<file path="src/rtl/vcxo_lock_monitor.sv">
// VCXO loop lock qualifier: ACQ/LOCKED/HOLD with good/bad hysteresis and sample timeout.
// Optional statistics (unlock_events, max_abs_err) are built when LOCK_STATS_EN is defined.
module vcxo_lock_monitor #(
  parameter int unsigned LOCK_WINDOW    = 2,
  parameter int unsigned LOCK_COUNT     = 4,
  parameter int unsigned UNLOCK_WINDOW  = 10,
  parameter int unsigned UNLOCK_COUNT   = 2,
  parameter int unsigned SAMPLE_TIMEOUT = 2457600
) (
  input  logic        clk_in,
  input  logic        reset_in,
  input  logic        err_valid,
  input  logic [31:0] freq_error,
  input  logic        tx,
  output logic        locked,
  output logic        holdover,
  output logic [1:0]  lock_state,
  output logic        lock_lost,
  output logic [15:0] unlock_events,
  output logic [31:0] max_abs_err,
  input  logic        stats_clr
);

  localparam int TW = $clog2(SAMPLE_TIMEOUT) + 1;
  localparam int GW = $clog2(LOCK_COUNT + 1);
  localparam int BW = $clog2(UNLOCK_COUNT + 1);
  localparam logic [TW:0] TO_LAST = (TW + 1)'(SAMPLE_TIMEOUT - 1);

  typedef enum logic [1:0] {
    S_ACQ    = 2'd0,
    S_LOCKED = 2'd1,
    S_HOLD   = 2'd2
  } state_t;

  state_t        r_state;
  logic          r_locked;
  logic          r_holdover;
  logic          r_lock_lost;
  logic [GW-1:0] r_good_cnt;
  logic [BW-1:0] r_bad_cnt;
  logic [TW-1:0] r_timeout;

  logic          w_accept;
  logic [31:0]   w_abs_err;
  logic          w_good;
  logic          w_bad;
  logic          w_good_hit;
  logic          w_bad_hit;
  logic [TW:0]   w_to_inc;
  logic          w_to_hit;
  logic          w_lose;

  assign w_accept = err_valid & ~tx;

  // Most-negative input has no positive twin in 32 bits, so it saturates.
  always_comb begin
    w_abs_err = freq_error;
    if (freq_error == 32'h8000_0000)
      w_abs_err = 32'h7FFF_FFFF;
    else if (freq_error[31])
      w_abs_err = ~freq_error + 32'd1;
  end

  assign w_good     = (w_abs_err <= 32'(LOCK_WINDOW));
  assign w_bad      = (w_abs_err >  32'(UNLOCK_WINDOW));
  assign w_good_hit = (r_good_cnt == GW'(LOCK_COUNT - 1));
  assign w_bad_hit  = (r_bad_cnt  == BW'(UNLOCK_COUNT - 1));
  assign w_to_inc   = {1'b0, r_timeout} + (TW + 1)'(1);
  assign w_to_hit   = (w_to_inc >= TO_LAST);

  // Every path back to ACQ from a qualified state raises lock_lost.
  assign w_lose = ((r_state == S_LOCKED) && w_accept && w_bad && w_bad_hit) ||
                  ((r_state == S_HOLD) && w_accept && w_bad) ||
                  ((r_state == S_HOLD) && !err_valid && !tx && w_to_hit);

  always_ff @(posedge clk_in or posedge reset_in) begin
    if (reset_in) begin
      r_state     <= S_ACQ;
      r_locked    <= 1'b0;
      r_holdover  <= 1'b0;
      r_lock_lost <= 1'b0;
      r_good_cnt  <= '0;
      r_bad_cnt   <= '0;
      r_timeout   <= '0;
    end else begin
      r_lock_lost <= w_lose;
      if (w_lose) begin
        r_state    <= S_ACQ;
        r_locked   <= 1'b0;
        r_holdover <= 1'b0;
        r_good_cnt <= '0;
        r_bad_cnt  <= '0;
        r_timeout  <= '0;
      end else begin
        case (r_state)
          S_ACQ: begin
            if (w_accept) begin
              if (!w_good) begin
                r_good_cnt <= '0;
              end else if (w_good_hit) begin
                r_state    <= S_LOCKED;
                r_locked   <= 1'b1;
                r_good_cnt <= '0;
                r_bad_cnt  <= '0;
                r_timeout  <= '0;
              end else begin
                r_good_cnt <= r_good_cnt + GW'(1);
              end
            end
          end
          S_LOCKED: begin
            if (w_accept) begin
              r_timeout <= '0;
              r_bad_cnt <= w_bad ? r_bad_cnt + BW'(1) : '0;
            end else if (tx || w_to_hit) begin
              r_state    <= S_HOLD;
              r_holdover <= 1'b1;
              r_timeout  <= '0;
            end else begin
              r_timeout <= w_to_inc[TW-1:0];
            end
          end
          S_HOLD: begin
            if (w_accept) begin
              r_state    <= S_LOCKED;
              r_holdover <= 1'b0;
              r_bad_cnt  <= '0;
              r_timeout  <= '0;
            end else if (!tx) begin
              r_timeout <= w_to_inc[TW-1:0];
            end
          end
          default: begin
            r_state    <= S_ACQ;
            r_locked   <= 1'b0;
            r_holdover <= 1'b0;
          end
        endcase
      end
    end
  end

  assign locked     = r_locked;
  assign holdover   = r_holdover;
  assign lock_state = r_state;
  assign lock_lost  = r_lock_lost;

`ifdef LOCK_STATS_EN
  logic [15:0] r_unlock_events;
  logic [31:0] r_max_abs_err;

  always_ff @(posedge clk_in or posedge reset_in) begin
    if (reset_in) begin
      r_unlock_events <= '0;
      r_max_abs_err   <= '0;
    end else if (stats_clr) begin
      r_unlock_events <= '0;
      r_max_abs_err   <= '0;
    end else begin
      if (w_lose && (r_unlock_events != 16'hFFFF))
        r_unlock_events <= r_unlock_events + 16'd1;
      if ((r_state == S_LOCKED) && w_accept && (w_abs_err > r_max_abs_err))
        r_max_abs_err <= w_abs_err;
    end
  end

  assign unlock_events = r_unlock_events;
  assign max_abs_err   = r_max_abs_err;
`else
  logic w_unused_stats;
  assign w_unused_stats = stats_clr;
  assign unlock_events  = '0;
  assign max_abs_err    = '0;
`endif

endmodule
</file>
<file path="config.mk">
export PLATFORM = sky130hd
export DESIGN_NAME = vcxo_lock_monitor
export DESIGN_NICKNAME = d
export VERILOG_FILES = /design/src/rtl/vcxo_lock_monitor.sv
export SDC_FILE = /design/constraint.sdc
export NUM_CORES = 1
export LEC_CHECK = 0
export ABC_AREA = 1
export BUFFER_PORTS_ARGS = -buffer_cell sky130_fd_sc_hd__buf_2
export CAP_MARGIN = 20
export CORE_UTILIZATION = 62
export CTS_BUF_LIST = sky130_fd_sc_hd__clkbuf_4 sky130_fd_sc_hd__clkbuf_8
export CTS_CLUSTER_SIZE = 12
export DETAILED_ROUTE_END_ITERATION = 8
export GPL_TIMING_DRIVEN = 1
export HOLD_SLACK_MARGIN = 0.15
export PLACE_DENSITY = 0.9
export SYNTH_ARGS = -nofsm -noshare
export SYNTH_HDL_FRONTEND = slang
export SYNTH_SLANG_ARGS = --single-unit
</file>
<file path="constraint.sdc">
create_clock -name clk_in -period 3.8 [get_ports clk_in]
set_input_delay 0.19 -clock clk_in [delete_from_list [all_inputs] [get_ports clk_in]]
set_output_delay 0.19 -clock clk_in [all_outputs]
set_load 0.05 [all_outputs]
</file>
==> results of run 1 <==
[flip-flops by register name, summed over array words and instances (netlist names)]
name,count
lock_state,2
r_good_cnt,3
r_bad_cnt,2
r_timeout,23
locked,1
lock_lost,1
holdover,1
[worst max-delay path: cells and delay by family, from the launching register on]
kind,cells,cell delay [ns]
buf+inv,2,0.26
fa+ha+maj,1,0.34
simple gates,15,1.76
xor+xnor,1,0.17
compound gates,1,0.09
flops,1,0.46
[cells by family after synthesis]
kind of cell / synth area share
buffers and inverters: 0.174
and+or+nand+nor: 0.519
adders and majority gates: 0.0275
other: 0.000917
xor gates and xnor gates: 0.0364
DFF: 0.202
AOI/OAI and AO/OA: 0.0395
[routing by layer]
metal / vias to the layer above / part of all wire
met2: 149 / 0.49
met3: 12 / 0.053
met4: 0 / 0.0095
li1: 2208 / -
met5: - / 0
met1: 1932 / 0.45
[stage by stage]
stage          instance area, sq um  setup WS [ns]
5_1_grt                        4240          0.201
3_5_place_dp                   4130          0.720
4_1_cts                        4240          0.686
2_1_floorplan                  4260           1.40
6_report                       4240          0.655
3_3_place_gp                   4130          0.728
[layout by cell type, fill, tap and decap left out, types with 3 or more instances in the layout]
cell type / instances
inv_1: 71
nand2_1: 254
nand2_4: 3
nor2_1: 123
nand2_2: 6
xnor2_1: 6
nor2_4: 5
a21oi_1: 6
nand4_1: 15
conb_1: 48
nor3_1: 5
buf_2: 40
o21ai_0: 18
inv_2: 3
nand3_2: 3
nand3b_1: 4
dfrtp_1: 33
xor2_1: 11
clkbuf_4: 3
nor2_2: 10
ha_1: 9
nand3_1: 62
clkbuf_8: 5
[final timing paths]
kind | endpoint | startpoint | slack, ns
setup / recovery | r_timeout[21]$_DFFE_PP0P_ | r_timeout[0]$_DFFE_PP0P_ | 0.65
hold / removal | lock_lost$_DFF_PP0_ | err_valid | 0.32
setup reg to reg | r_timeout[21]$_DFFE_PP0P_ | r_timeout[0]$_DFFE_PP0P_ | 0.65
hold reg to reg | holdover$_DFFE_PP0P_ | holdover$_DFFE_PP0P_ | 0.48
max in group asynchronous | r_timeout[17]$_DFFE_PP0P_ | reset_in | 2.93
min in group asynchronous | r_timeout[15]$_DFFE_PP0P_ | reset_in | 0.55
[area by class of cell]
class / instances / area [sq um]
Timing Repair Buffer: 42 / 218
Tap cell: 77 / 96.3
Fill cell: 616 / 2110
Clock buffer: 8 / 91.3
Multi-Input combinational cell: 598 / 2730
Sequential cell: 33 / 826
Inverter: 74 / 278
[power by group through the flow]
stage               Sequential [uW]  Combinational, uW  Clock, uW
floorplan                       478                641          0
global placement                419                739          0
detailed placement              422                756          0
CTS                             415                760        281
global route                    421                843        294
finish                          416                762        277
==> summary.txt, run 1 <==
Drt
  – Vias: 4,301
  – Remaining DRCs: 0
  – Final wirelength: 9130 um
  – Via density: 5.17
  – First-pass DRT Iterations: 5
  – ANT nets after route: 0
  – DR WL/cell: 11.0 um
  – Iter 0 DRT Violations: 293

Global routing
  – Vias in the first global route: 3,817
  – Met1 GRT Util: 0.344
  – First-pass GRT wire length: 15,900 um
  – Initial antenna violation count: 0
  – GR peak layer: met2
  – GR Util All Layers: 0.270
  – Congestion Overflow GR: 0
  – Routing usage on met3: 0.0308
  – GRT met2 Usage: 0.486
  – Largest net degree at the start of global routing: 42

Power and ir drop
  – P_int: 716 uW
  – Leak: 0.00221 uW
  – NetSw: 739 uW
  – Clock share of power: 0.190
  – Sw frac: 0.508
  – Worst vdd ir: 0.407 mV
  – Design Power: 1450 uW
  – Gate power share: 0.524
  – Cell Pwr Density: 343 nW/um^2
  – Sequential Power Share: 0.286

Timing
  – Worst hold slack: 0.318 ns
  – Least-Margin Pin Slew: 0.644 ns
  – Slew HR: 0.571
  – Final slew viol count: 0
  – Period minus WS final: 3.15 ns
  – RSZ-0062 raised after global routing: no
  – Clock skew: 0.00711 ns
  – Endpoints failing setup: 0
  – Final period utilization: 0.828
  – F_max: 318 MHz
  – Final Hold Viols: 0
  – Fin Setup TNS: 0 ns

Finish
  – Antenna Cells: 0
  – Layout cells sized above 1: 0.110
  – Post-route insts no fill: 832
  – Final core utilization: 0.667
  – Area Growth Syn to Fin: 3.61%
  – Fin nets: 800

Synth
  – Seq/Total Area, Yosys: 0.202
  – Netlist cell types: 31
  – Most common cell in the netlist: nand2_1
  – Number of flops mapped to enable cells by yosys: 0
  – Fraction of registers with async set/reset: 1.00
  – Avg Cell Area, Syn: 5.71 sq um
  – Top cells by area, synth: nand2_1 (23%), dfrtp_1 (20%), nor2_1 (11%), buf_4 (8.8%), nand3_1 (7.6%)
  – Most common library cells after synthesis: nand2_1 (254), nor2_1 (123), inv_1 (71), nand3_1 (62), buf_4 (48)
  – Top FF cell, synth: dfrtp_1
  – Largest area contributor in the netlist: nand2_1
  – Post-synth top area share: 0.233
  – Synth Warn #: 0
  – Netlist Area Pre-Place: 4090 sq um
  – Register bit total from synthesis: 33
  – Gate count of the mapped netlist: 716

Worst setup path
  – WP data arrival: 3.37 ns
  – Critical path startpoint category: flop
  – CP required: 4.02 ns
  – Crit end category: flop
  – Most used cell, CP: nand2_1
  – Crit Path Max Fanout: 23
  – Cell-by-cell trace of the critical path: ha_1 > nand3_1 > inv_1 > nand2_1 > xor2_1 > nor2_1 > nand2_1 > nor2_1 > nand3_1 > nand2_1 > nand3_1 > nand2_2 > nand2_4 > o21ai_2 > inv_2 > nand2_1 > nand2_1 > nor2_4 > nand2_1 > nand2_1
  – Max stage delay on crit path: 0.46 ns
  – Critical path class: flop to flop
  – FF-to-FF path depth: 20
  – Worst path slowest cell: dfrtp_1

Die
  – I/O pins: 90
  – Vert. Die Dim: 83.2 um
  – Core area: 6350 sq um
  – Die X: 83.2 um
  – Starting Density: 0.644
  – Die area: 6920 sq um
  – Row count: 29

CTS
  – CTS tree: built
  – Clk root buf: clkbuf_8
  – Post-CTS Resized: 0
  – H-tree Lvls: 2
  – Clock Sinks: 33
  – # hold bufs at CTS: 1
  – Longest Clk Path Bufs: 2
  – Clock Latency Late Sink: 0.29 ns
  – Cts bufs inserted: 5
  – Post-CTS Setup Bufs: 0
  – Clk slew on worst S/H paths: 0.06 ns

Placement
  – GPL Wtd Cong: 0.934
  – IO Port Bufs: 40
  – Hpwl dp: 7310 um
  – Placed Cells: 823

Outcome
  – Outcome: completed

Hold path
  – Worst hold path depth: 4
  – Min-Delay Path Class: input port to flop

Job
  – Max-cap violations: 0
(Power assumes the default switching activity.)
==> inputs of run 2 (changes only) <==
Settings changed: CORE_UTILIZATION 62 to 52, PLACE_DENSITY 0.9 to 0.8.
Clock period 3.8 ns to 2.6 ns, I/O delays scaled along.
==> summary.txt, run 2 (synthesis results as in run 1) <==
Outcome
  – Outcome: complete, but fails checks
  – Failing checks: setup timing

Timing
  – Final Hold Viols: 0 (unchanged)
  – Final slew viol count: 0 (unchanged)
  – F_max: 369 MHz (+16%)
  – RSZ-0062 raised after global routing: yes
  – Period minus WS final: 2.71 ns (-0.437 ns)
  – Endpoints failing setup: 25 (+25)
  – Final period utilization: 1.04 (+0.214)
  – Worst Slack Setup Final: -0.109 ns (-0.763 ns)
  – Clock skew: 0.00379 ns (-0.00332 ns)

Finish
  – Commonest non-fill, non-tap cell in the layout: nand2_1
  – Most flops, register: r_timeout
  – Fin nets: 826 (+3.3%)
  – Fillers: 675 (+9.6%)
  – Post-route insts no fill: 879 (+5.6%)
  – Antenna Cells: 0 (unchanged)
  – Top Registers: r_timeout: 23 flops, r_good_cnt: 3 flops
  – Area Growth Syn to Fin: 13.8%
  – Layout cells sized above 1: 0.183 (+0.0734)
  – Most frequent cells in the layout: nand2_1 (235), nor2_1 (118), inv_1 (69)
  – Max reg flops: 23 (unchanged)

Global routing
  – Vias in the first global route: 3,890 (+1.9%)
  – First-pass GRT wire length: 17,000 um (+7.1%)
  – Largest net degree at the start of global routing: 34 (-19%)
  – Congestion Overflow GR: 0 (unchanged)
  – GR Util All Layers: 0.248 (-0.0213)
  – Initial antenna violation count: 0 (unchanged)

Worst setup path
  – WP data arrival: 2.89 ns (-0.48 ns)
  – Worst path slowest cell: dfrtp_1
  – FF-to-FF path depth: 21 (+5.0%)
  – R2R setup slack: -0.11 ns (-0.76 ns)
  – Critical path startpoint category: flop
  – Max stage delay on crit path: 0.37 ns (-0.09 ns)
  – Cell-by-cell trace of the critical path: ha_2 > nand3_4 > inv_2 > nand2_2 > xor2_1 > nor2_1 > nand2_1 > nor2_1 > nand3_1 > nand2_1 > nand3_2 > nand2_4 > nand2_4 > buf_4 > nand2_4 > nor2_4 > nand2_2 > nand3_2 > buf_12 > nand2_1 > nand2_1
  – Crit Path Max Fanout: 22 (-4.3%)
  – Critical path class: flop to flop
  – Family with the most delay on the worst path: simple AND/OR/NAND/NOR gates
  – Crit end category: flop
  – Reg2reg start: r_timeout[1]$_DFFE_PP0P_
  – R2r endpoint: r_timeout[7]$_DFFE_PP0P_
  – Buffers & Inverters on Critical Path: 3 (+1)
  – Most used cell, CP: nand2_1
  – CP required: 2.78 ns (-1.24 ns)

CTS
  – Cts bufs inserted: 5 (unchanged)
  – Clk slew on worst S/H paths: 0.07 ns (about the same)
  – Clk root buf: clkbuf_8
  – Clock Latency Late Sink: 0.29 ns (about the same)
  – Clock Sinks: 33 (unchanged)
  – Longest Clk Path Bufs: 2 (unchanged)
  – CTS tree: built
  – H-tree Lvls: 2 (unchanged)

Hold path
  – Worst hold path depth: 6 (+2)
  – Min-Delay Path Class: input port to flop
  – WHS Endpoint: r_bad_cnt[1]$_DFFE_PP0P_
  – Hold path startpoint: tx

Placement
  – GPL Wtd Cong: 0.903 (-3.4%)
  – Placed Cells: 861 (+4.6%)
  – Hpwl dp: 7650 um (+4.7%)
  – Pre-CTS WS: -0.0156 ns (-0.735 ns)
  – IO Port Bufs: 40 (unchanged)

Power and ir drop
  – Worst vdd ir: 0.558 mV (+37%)
  – Leak: 0.00238 uW (+7.3%)
  – Cell Pwr Density: 548 nW/um^2 (+60%)

Die
  – Row count: 31 (+6.9%)
  – Vert. Die Dim: 90.7 um (+9.0%)
  – Die X: 90.7 um (+9.0%)
  – I/O pins: 90 (unchanged)
  – Starting Density: 0.552 (-0.0920)
  – Core area: 7410 sq um (+17%)
  – Die area: 8220 sq um (+19%)

Drt
  – ANT nets after route: 0 (unchanged)
  – Remaining DRCs: 0 (unchanged)
  – Final wirelength: 10,600 um (+16%)
  – Vias: 4,546 (+5.7%)
  – First-pass DRT Iterations: 5 (unchanged)
  – Via density: 5.17 (about the same)
  – Iter 0 DRT Violations: 311 (+6.1%)
  – DR WL/cell: 12.1 um (+10%)

Job
  – Max-cap violations: 0 (unchanged)
run 2: cell count changes in the layout (fill, tap and decap cells not counted), sizes merged:
cell    delta
buf       +24
clkbuf     +1
run 2: report_power, final:
| group | switching [uW] | leakage, uW | internal (uW) | total (uW) |
|---|---|---|---|---|
| logic | 1010 | 0.00188 | 531 | 1540 |
| registers | 39.1 | 0.000450 | 561 | 600 |
| clock network | 190 | 0.0000477 | 221 | 410 |
| total | 1240 | 0.00238 | 1310 | 2550 |
run 2: final cells by class:
cell class,count,area (sq um),area share
Clock buffer,7,90.1,0.0194
Tap cell,99,124,0.0266
Inverter,74,278,0.0597
Timing Repair Buffer,68,493,0.106
Multi-Input combinational cell,598,2840,0.610
Sequential cell,33,830,0.178
run 2: worst max path at each step:
stage                                 to  slack [ns]                     start  cells after the start
2_1_floorplan  r_timeout[10]$_DFFE_PP0P_        0.20  r_timeout[0]$_DFFE_PP0P_                     21
3_3_place_gp   r_timeout[14]$_DFFE_PP0P_        0.05  r_timeout[0]$_DFFE_PP0P_                     21
3_5_place_dp    r_timeout[3]$_DFFE_PP0P_       -0.02  r_timeout[0]$_DFFE_PP0P_                     21
4_1_cts         r_timeout[3]$_DFFE_PP0P_        0.03  r_timeout[2]$_DFFE_PP0P_                     20
5_1_grt         r_timeout[0]$_DFFE_PP0P_       -0.34  r_timeout[6]$_DFFE_PP0P_                     20
6_report        r_timeout[7]$_DFFE_PP0P_       -0.11  r_timeout[1]$_DFFE_PP0P_                     21
run 2: metal layers:
metal	vias to the layer above	track usage	wire, um
met5	-	0	0
met1	2093	0.318	4550
met2	176	0.438	5270
met4	0	0.0685	242
met3	26	0.0278	549
li1	2251	-	-
run 2: what timing repair did:
item,CTS,global route
hold buffers,1,0
setup endpoints to repair,23,29
buffers inserted,1,6
gates cloned,0,3
resized for setup,3,40
hold endpoints to repair,33,0
pin swaps,0,22
run 2: worst reg2reg max path: stages, from the launching register on:
cell	delay (ns)
dfrtp_1	0.37
ha_2	0.25
nand3_4	0.10
inv_2	0.11
nand2_2	0.09
xor2_1	0.16
nor2_1	0.11
nand2_1	0.08
nor2_1	0.10
nand3_1	0.09
nand2_1	0.11
nand3_2	0.09
nand2_4	0.10
nand2_4	0.08
buf_4	0.16
nand2_4	0.10
nor2_4	0.04
nand2_2	0.07
nand3_2	0.09
buf_12	0.17
nand2_1	0.08
nand2_1	0.05
run 2: metrics by stage:
step	total power, uW	TNS (ns)	utilization	instance area [sq um]	hold WS (ns)
2_1_floorplan	1640	0	-	4260	0.259
3_3_place_gp	1870	0	0.583	4320	0.243
3_5_place_dp	1900	-0.0992	0.583	4320	0.259
4_1_cts	2310	0	0.599	4430	0.349
5_1_grt	2710	-8.55	0.628	4650	0.410
6_report	2550	-2.15	0.628	4650	0.363
==> inputs of run 3 (changes only) <==
Settings changed: SETUP_SLACK_MARGIN from default to 0.2.
==> summary.txt, run 3 (synthesis results as in run 1) <==
Outcome
  – Outcome: complete, but fails checks
  – Failing checks: setup timing

Placement
  – Placed inst area: 4340 sq um (+0.41%)
  – Hpwl dp: 7560 um (-1.2%)
  – Pre-CTS WS: -0.0680 ns (-0.0524 ns)
  – GPL Wtd Cong: 0.884 (-2.1%)
  – IO Port Bufs: 40 (unchanged)

Timing
  – Clock skew: 0.0140 ns (+0.0102 ns)
  – F_max: 341 MHz (-7.7%)
  – Endpoints failing setup: 32 (+28%)
  – Final period utilization: 1.13 (+0.0869)
  – Worst Slack Setup Final: -0.335 ns (-0.226 ns)
  – Final Hold Viols: 0 (unchanged)
  – Period minus WS final: 2.93 ns (+0.226 ns)
  – Final slew viol count: 0 (unchanged)
  – RSZ-0062 raised after global routing: yes

Worst setup path
  – Max stage delay on crit path: 0.45 ns (+0.08 ns)
  – WP data arrival: 3.13 ns (+0.24 ns)
  – CP required: 2.79 ns (about the same)
  – Critical path class: flop to flop
  – Cell-by-cell trace of the critical path: nand2_1 > nor2_1 > nand2_1 > nor2_1 > nand2_1 > xor2_2 > nand2_1 > nor2_1 > nand3_2 > nand2_4 > nand2_4 > buf_6 > nand2_4 > nor2_4 > nand2_4 > nand3_4 > clkbuf_16 > nand2_2 > nand2_1
  – Crit Path Max Fanout: 6 (-73%)
  – Crit end category: flop
  – Reg2reg start: r_timeout[3]$_DFFE_PP0P_
  – Family with the most delay on the worst path: simple AND/OR/NAND/NOR gates
  – Worst path slowest cell: dfrtp_2
  – Worst setup startpoint: r_timeout[3]$_DFFE_PP0P_
  – Critical path startpoint category: flop
  – Most used cell, CP: nand2_1
  – Buffers & Inverters on Critical Path: 2 (-1)

Drt
  – Top Layer Used: met4
  – DR WL/cell: 12.8 um (+5.8%)
  – Met1 WL: 4490 um (-1.3%)
  – Met2 wire len: 5600 um (+6.2%)
  – First-pass DRT Iterations: 6 (+1)
  – Final wirelength: 11,500 um (+8.2%)
  – Iter 0 DRT Violations: 400 (+29%)
  – Met3 WL post-DR: 968 um (+76%)
  – Remaining DRCs: 0 (unchanged)
  – Vias: 4,661 (+2.5%)
  – ANT nets after route: 0 (unchanged)
  – Via density: 5.18 (+0.25%)

Finish
  – Top Registers: r_timeout: 23 flops, r_good_cnt: 3 flops
  – Most frequent cells in the layout: nand2_1 (221), nor2_1 (114), inv_1 (68)
  – Area Growth Syn to Fin: 22.5%
  – Layout cells sized above 1: 0.235 (+0.0517)
  – Final instance area: 5010 sq um (+7.7%)
  – Antenna Cells: 0 (unchanged)
  – Fin nets: 846 (+2.4%)
  – Commonest non-fill, non-tap cell in the layout: nand2_1
  – Max reg flops: 23 (unchanged)
  – Most flops, register: r_timeout

Global routing
  – Initial antenna violation count: 0 (unchanged)
  – Largest net degree at the start of global routing: 34 (unchanged)
  – Congestion Overflow GR: 0 (unchanged)
  – First-pass GRT wire length: 18,200 um (+6.6%)
  – GR Util All Layers: 0.267 (+0.0182)
  – Vias in the first global route: 4,218 (+8.4%)

Die
  – Starting Density: 0.552 (unchanged)
  – Row count: 31 (unchanged)
  – Die area: 8220 sq um (unchanged)
  – Core area: 7410 sq um (unchanged)
  – Die X: 90.7 um (unchanged)
  – Vert. Die Dim: 90.7 um (unchanged)
  – I/O pins: 90 (unchanged)

CTS
  – H-tree Lvls: 2 (unchanged)
  – CTS tree: built
  – Longest Clk Path Bufs: 2 (unchanged)
  – Clock Sinks: 33 (unchanged)
  – Clk slew on worst S/H paths: 0.08 ns (about the same)
  – Clock Latency Late Sink: 0.31 ns (+0.02 ns)
  – Cts bufs inserted: 5 (unchanged)
  – Clk root buf: clkbuf_8

Hold path
  – Min-Delay Path Class: input port to flop
  – Hold path startpoint: freq_error[25]

Job
  – Max-cap violations: 0 (unchanged)

Power and ir drop
  – Cell Pwr Density: 591 nW/um^2 (+7.9%)
  – Worst vdd ir: 0.564 mV (+1.1%)
  – Leak: 0.00253 uW (+6.5%)
run 3: changes by cell type in the layout (fill, tap and decap cells not counted), sizes merged:
| cell | previous run | this run |
|---|---|---|
| buf | 65 | 85 |
run 3: cell type report:
cell class | count | area [sq um]
sequential | 33 | 832
tap | 99 | 124
fill | 615 | 2400
multi-input combinational | 598 | 2980
inverter | 74 | 280
timing repair buffer | 88 | 706
clock buffer | 7 | 90.1
run 3: per-layer routing:
metal | GRT usage | vias to the layer above
met1 | 0.327 | 2054
li1 | - | 2297
met3 | 0.0471 | 59
met4 | 0.0941 | 0
met2 | 0.466 | 251
met5 | 0 | -
run 3: worst paths after layout:
kind,endpoint,slack [ns],depth (start not counted)
worst max-delay path,r_timeout[16]$_DFFE_PP0P_,-0.33,19
worst min register to register,holdover$_DFFE_PP0P_,0.49,2
min in group asynchronous,r_timeout[7]$_DFFE_PP0P_,0.47,4
worst max register to register,r_timeout[16]$_DFFE_PP0P_,-0.33,19
max in group asynchronous,r_timeout[5]$_DFFE_PP0P_,1.79,4
worst min-delay path,r_good_cnt[0]$_DFFE_PP0P_,0.35,6
run 3: metrics by stage:
stage                     utilization  instances  power [uW]  setup TNS, ns  hold slack (ns)
final                           0.676        899        2960          -8.42            0.353
after global placement          0.585        863        1850         -0.216            0.239
after CTS                       0.641        889        2550              0            0.363
after floorplan                     -        763        1640              0            0.259
after detailed placement        0.585        863        1880          -1.35            0.253
after global routing            0.676        899        3100         -13.61            0.408
run 3: report_power, final:
group | switching [uW] | total (uW) | leakage, uW | internal (uW)
sequential | 41.1 | 602 | 0.000447 | 561
clock | 206 | 426 | 0.0000477 | 221
combinational | 1170 | 1930 | 0.00204 | 765
run 3: repair_timing:
action / CTS / global route
hold buffers: 1 / 0
gates cloned: 2 / 3
pin swaps: 3 / 17
endpoints found under the setup margin: 28 / 33
hold endpoints to repair: 33 / 0
gates resized for setup: 40 / 47
buffers inserted: 16 / 7
run 3: worst min-delay path: stages:
cell and delay, ns:
buf_2 0.11, xor2_1 0.07, nand3_1 0.13, nor2_4 0.07, nand3_1 0.06, a21oi_1 0.05
